===== config.mk =====
export PLATFORM = sky130hd
export DESIGN_NAME = kamus_store_buffer
export DESIGN_NICKNAME = d
export VERILOG_FILES = /design/src/rtl/kamus_store_buffer.sv
export SDC_FILE = /design/constraint.sdc
export NUM_CORES = 1
export LEC_CHECK = 0
export CORE_MARGIN = 2
export CORE_UTILIZATION = 50
export CTS_CLUSTER_DIAMETER = 40
export CTS_CLUSTER_SIZE = 28
export DETAILED_ROUTE_END_ITERATION = 6
export PLACE_DENSITY = 0.74
export REMOVE_ABC_BUFFERS = 1
export SLEW_MARGIN = 20
export SYNTH_ARGS = -nofsm -noshare
export SYNTH_HDL_FRONTEND = slang
export SYNTH_SLANG_ARGS = --single-unit

===== constraint.sdc =====
create_clock -name clk_i -period 6.32 [get_ports clk_i]
set_input_delay 1.896 -clock clk_i [delete_from_list [all_inputs] [get_ports clk_i]]
set_output_delay 1.896 -clock clk_i [all_outputs]
set_load 0.01 [all_outputs]

===== src/rtl/kamus_store_buffer.sv =====
// rtl/kamus_store_buffer.sv - store buffer between kamus_core and L1D: lane formatting, FIFO drain, load check
// Optional: KAMUS_STORE_FWD_EN enables store-to-load forwarding; otherwise any word match stalls.
module kamus_store_buffer #(
    parameter int DEPTH = 4,
    parameter int CNT_W = $clog2(DEPTH) + 1
) (
    input  logic             clk_i,
    input  logic             rst_i,
    input  logic             st_valid_i,
    input  logic [1:0]       st_size_i,
    input  logic [31:0]      st_addr_i,
    input  logic [31:0]      st_data_i,
    output logic             st_ready_o,
    output logic             st_misalign_o,
    input  logic             ld_valid_i,
    input  logic [31:0]      ld_addr_i,
    input  logic [3:0]       ld_be_i,
    output logic             ld_fwd_hit_o,
    output logic [31:0]      ld_fwd_data_o,
    output logic             ld_conflict_o,
    output logic             mem_req_o,
    input  logic             mem_gnt_i,
    output logic [31:0]      mem_addr_o,
    output logic [31:0]      mem_wdata_o,
    output logic [3:0]       mem_be_o,
    output logic [CNT_W-1:0] count_o,
    output logic             empty_o
);
    localparam int PTR_W = $clog2(DEPTH);

    logic [29:0]      ent_addr [DEPTH];
    logic [3:0]       ent_be   [DEPTH];
    logic [31:0]      ent_data [DEPTH];
    logic [DEPTH-1:0] ent_valid;
    logic [PTR_W-1:0] rd_ptr, wr_ptr;
    logic [CNT_W-1:0] count;
    logic             misalign_q;

    logic        aligned;
    logic [3:0]  fmt_be;
    logic [31:0] fmt_data;
    logic        push, pop;

    always_comb begin
        aligned  = 1'b0;
        fmt_be   = 4'b0000;
        fmt_data = 32'h0;
        case (st_size_i)
            2'b00: begin
                aligned  = 1'b1;
                fmt_be   = 4'b0001 << st_addr_i[1:0];
                fmt_data = {4{st_data_i[7:0]}};
            end
            2'b01: begin
                aligned  = !st_addr_i[0];
                fmt_be   = st_addr_i[1] ? 4'b1100 : 4'b0011;
                fmt_data = {2{st_data_i[15:0]}};
            end
            2'b10: begin
                aligned  = (st_addr_i[1:0] == 2'b00);
                fmt_be   = 4'b1111;
                fmt_data = st_data_i;
            end
            default: aligned = 1'b0;
        endcase
    end

    assign empty_o       = (count == '0);
    assign count_o       = count;
    assign st_ready_o    = (count < CNT_W'(DEPTH));
    assign st_misalign_o = misalign_q;
    assign mem_req_o     = !empty_o;
    assign push          = st_valid_i && st_ready_o && aligned;
    assign pop           = mem_req_o && mem_gnt_i;

    // Head fields are zeroed when empty so stale entries never leak onto the bus.
    assign mem_addr_o  = empty_o ? 32'h0 : {ent_addr[rd_ptr], 2'b00};
    assign mem_wdata_o = empty_o ? 32'h0 : ent_data[rd_ptr];
    assign mem_be_o    = empty_o ? 4'h0  : ent_be[rd_ptr];

    always_ff @(posedge clk_i) begin
        if (rst_i) begin
            rd_ptr     <= '0;
            wr_ptr     <= '0;
            count      <= '0;
            ent_valid  <= '0;
            misalign_q <= 1'b0;
        end else begin
            misalign_q <= st_valid_i && !aligned;
            // Push and pop never target the same slot: that needs count 0 or DEPTH.
            if (pop) begin
                ent_valid[rd_ptr] <= 1'b0;
                rd_ptr            <= rd_ptr + 1'b1;
            end
            if (push) begin
                ent_addr[wr_ptr]  <= st_addr_i[31:2];
                ent_be[wr_ptr]    <= fmt_be;
                ent_data[wr_ptr]  <= fmt_data;
                ent_valid[wr_ptr] <= 1'b1;
                wr_ptr            <= wr_ptr + 1'b1;
            end
            if (push && !pop) begin
                count <= count + CNT_W'(1);
            end else if (pop && !push) begin
                count <= count - CNT_W'(1);
            end
        end
    end

    logic             match;
    logic [3:0]       match_be;
    logic [31:0]      match_data;
    logic [PTR_W-1:0] idx;

    // Walk oldest to youngest so the last hit is the youngest matching store.
    always_comb begin
        match      = 1'b0;
        match_be   = 4'b0000;
        match_data = 32'h0;
        idx        = '0;
        for (int i = 0; i < DEPTH; i++) begin
            idx = rd_ptr + PTR_W'(i);
            if (ent_valid[idx] && ent_addr[idx] == ld_addr_i[31:2]) begin
                match      = 1'b1;
                match_be   = ent_be[idx];
                match_data = ent_data[idx];
            end
        end
    end

`ifdef KAMUS_STORE_FWD_EN
    logic unused_bits;
    assign unused_bits = ^ld_addr_i[1:0];

    always_comb begin
        ld_fwd_hit_o  = 1'b0;
        ld_fwd_data_o = 32'h0;
        ld_conflict_o = 1'b0;
        if (ld_valid_i && match) begin
            if ((match_be & ld_be_i) == ld_be_i) begin
                ld_fwd_hit_o  = 1'b1;
                ld_fwd_data_o = match_data;
            end else begin
                ld_conflict_o = 1'b1;
            end
        end
    end
`else
    logic unused_bits;
    assign unused_bits = ^{ld_addr_i[1:0], ld_be_i, match_be, match_data};

    assign ld_fwd_hit_o  = 1'b0;
    assign ld_fwd_data_o = 32'h0;
    assign ld_conflict_o = ld_valid_i && match;
`endif

endmodule


==> reports/qor.yml <==
outcome:
  status: "complete, no violations"
synthesis:
  avgSynthCellArea_um2: 14.0
  netlist_instances: 1093
  synth-xor-area-share_pct: 5.08
  synth_most_common_cell: "edfxtp_1"
  synth_flop_cell: "edfxtp_1"
  synth_compound_area_share_pct: 7.28
  synth_area_leaders: "edfxtp_1, mux4_2, mux2i_1, xor2_1, and2_1"
  synth_edf_count: 264
  synthMuxAreaShare_pct: 21.1
  ys_ff_latch: 278
  async_flop_share_pct: 0
  synth_top_area_share_pct: 51.6
  syn_area_um2: 15400
  synth-adder-area-share_pct: 0.864
  synth_top_family_by_area: "multiplexers"
  synthTopCellsByCount: "edfxtp_1, mux2i_1, mux4_2"
  ys_warn_count: 0
  yosysUniqueCellTypes: 57
  synth.yosys.seq_area_share_pct: 53.5
  yosys.area.top_type: "edfxtp_1"
  yosys.area_share.simple_pct: 6.96
routing:
  avgViaCountPerCell: 5.90
  drtIter0Drc: 914
  dr.pass1.iters: 6
  drt.antenna.violating_nets: 0
  drcViolationCount: 0
  wl_um: 42200
  vias: 10300
  wl_per_cell_um: 24.3
place:
  dp_hpwl_um: 29600
  dp_cells: 1668
  post-place-ws_ps: -419
  placed_area_um2: 17800
  place_congestion: 0.975
  port_buffers: 174
global_route:
  grt_max_degree: 110
  grt_pass1_vias: 10300
  gr-usage-all-layers_pct: 26.6
  grt.overflow.total: 0
  grt_first_pass_wirelength_um: 62600
  antenna_found_initial: 5
clock_tree:
  postCtsHoldBufs: 0
  clk_path_buf_depth: 3
  insertion_delay_ps: 530
  numClockSinks: 278
  cts_max_level: 2
  root_buffer: "clkbuf_16"
  cts_tree: "yes"
  clk_pin_slew_worst_paths_ps: 60
  post_cts_buffers: 0
  cts_buffers: 37
timing:
  worst_pin_slew_ps: 1070
  hold_viol: 0
  timing.fmax_ghz: 0.160
  hold_ws_ps: 550
  setup_slack_ps: 50.7
  fin_crit_sh_pct: 99.2
  clock_skew_ps: 18.7
  slew_viol_final: 0
  rsz0062_at_grt: "no"
  relSlewSlack_pct: 28.2
  finalCriticalPeriod_ps: 6270
  finalSetupTns_ps: 0
  final-setup-viol-count: 0
job:
  maxCapViolations: 0
die:
  start_util_pct: 50.5
  coreArea_um2: 30400
  boundaryPins: 216
  die_w_um: 179
  fp.dieH_um: 179
  dieArea_um2: 32100
  placementRows: 64
worst_setup_path:
  required_ps: 4420
  cp_max_fo: 8
  cp.arrival_ps: 4370
  cp-end-kind: "primary output"
  start_kind: "primary input"
  path_class: "in -> out"
final_layout:
  regArea_um2: 8220
  layout.cells.non_filler: 1739
  multi_input_area_um2: 6540
  nets: 1428
  final_area_um2: 19100
  drive_above_1_share_pct: 21.0
  final_util_pct: 62.8
  area.growth.synth_to_final_pct: 24.4
  n_fill_cell: 2315
power:
  p_per_area_nw_per_um2: 389
  vdd_drop_max_v: 0.000362
  p_leak_nw: 6.53
  finalPower_mw: 7.43
worst_hold_path:
  worstHoldPathType: "reg -> reg"
[final timing paths]
path                                         startpoint                 endpoint  slack, ps  depth (start not counted)
worst max register to register  count_o[2]$_SDFFE_PP0P_  count_o[2]$_SDFFE_PP0P_       3300                         10
worst min register to register  count_o[2]$_SDFFE_PP0P_  count_o[2]$_SDFFE_PP0P_        550                          2
worst max-delay path                      ld_addr_i[23]            ld_conflict_o         50                          9
worst min-delay path            count_o[2]$_SDFFE_PP0P_  count_o[2]$_SDFFE_PP0P_        550                          2
[layer usage]
layer | GRT usage [%] | routed length [um] | vias to the layer above | share of wire [%]
li1 | - | - | 4615 | -
met1 | 35.2 | 17000 | 5108 | 40
met2 | 43.6 | 20500 | 450 | 49
met3 | 5.96 | 3460 | 79 | 8.2
met4 | 8.77 | 1260 | 2 | 3.0
met5 | 0 | 13 | - | 0.031
[worst max-delay path: stages]
cell	delay, ps
clkdlybuf4s50_1	490
buf_4	200
o21ai_0	410
o21ai_1	200
nand3_1	200
nor4b_4	80
buf_4	140
o41a_1	440
dlygate4sd2_1	300
[registers in the layout (all words and copies together) (netlist names), named ones only]
register and cells:
ent_be 16, ent_valid 4, wr_ptr 2, count_o 3, ent_data 128, st_misalign_o 1
ent_addr 120, rd_ptr 2
[repair_timing]
action	in CTS	in global routing
cloned	0	0
pin swaps	1	1
resized for setup	7	6
endpoints found under the setup margin	1	1
[kinds of logic after synthesis]
family                     after synthesis
AOI/OAI and AO/OA                      162
xor gates and xnor gates                89
adders and majority gates               10
buffers and inverters                  144
DFF                                    278
muxes                                  206
other                                    1
and+or+nand+nor                        203
[placed cells by master (no fill, tap or decap), drive strengths merged, types with 4 or more instances in the layout]
cell type / synthesis / layout
clkdlybuf4s50: 0 / 171
o221ai: 8 / 8
a31o: 4 / 4
bufinv: 0 / 4
clkbuf: 44 / 41
a211oi: 5 / 5
nor3: 4 / 4
nand3: 4 / 4
mux2i: 103 / 103
o21ai: 36 / 36
buf: 76 / 91
xor2: 58 / 58
a221o: 5 / 5
o22ai: 7 / 7
a21oi: 35 / 35
nor2: 41 / 41
o2111ai: 4 / 4
a21o: 16 / 16
nand2b: 8 / 8
a2111oi: 5 / 5
nand4: 12 / 12
mux4: 93 / 93
and3: 9 / 9
and2: 59 / 59
edfxtp: 264 / 264
a221oi: 8 / 8
nand2: 38 / 38
xnor2: 31 / 31
a22oi: 9 / 9
dfxtp: 14 / 14
ha: 9 / 9
nor4: 15 / 15
nor2b: 8 / 8
clkinv: 1 / 15
conb: 1 / 35
mux2: 10 / 10
inv: 23 / 31
a2bb2oi: 8 / 8
[report_power, final]
| part | leakage [nW] | switching, mW | internal (mW) |
|---|---|---|---|
| clock | 0.624 | 0.834 | 1.29 |
| combinational | 3.39 | 1.57 | 1.55 |
| sequential | 2.51 | 0.0918 | 2.09 |
| total | 6.53 | 2.49 | 4.93 |
[area by class of cell]
| class | count | area share, % |
|---|---|---|
| flip-flops and latches | 278 | 43.0 |
| multi-input cells | 705 | 34.3 |
| diodes | 3 | 0.0393 |
| clock buffers | 41 | 5.04 |
| clock inverters | 27 | 1.62 |
| inverters | 24 | 0.472 |
| well taps | 396 | 2.59 |
| repair buffers | 265 | 12.9 |
Power figures use the tool's default switching activity.
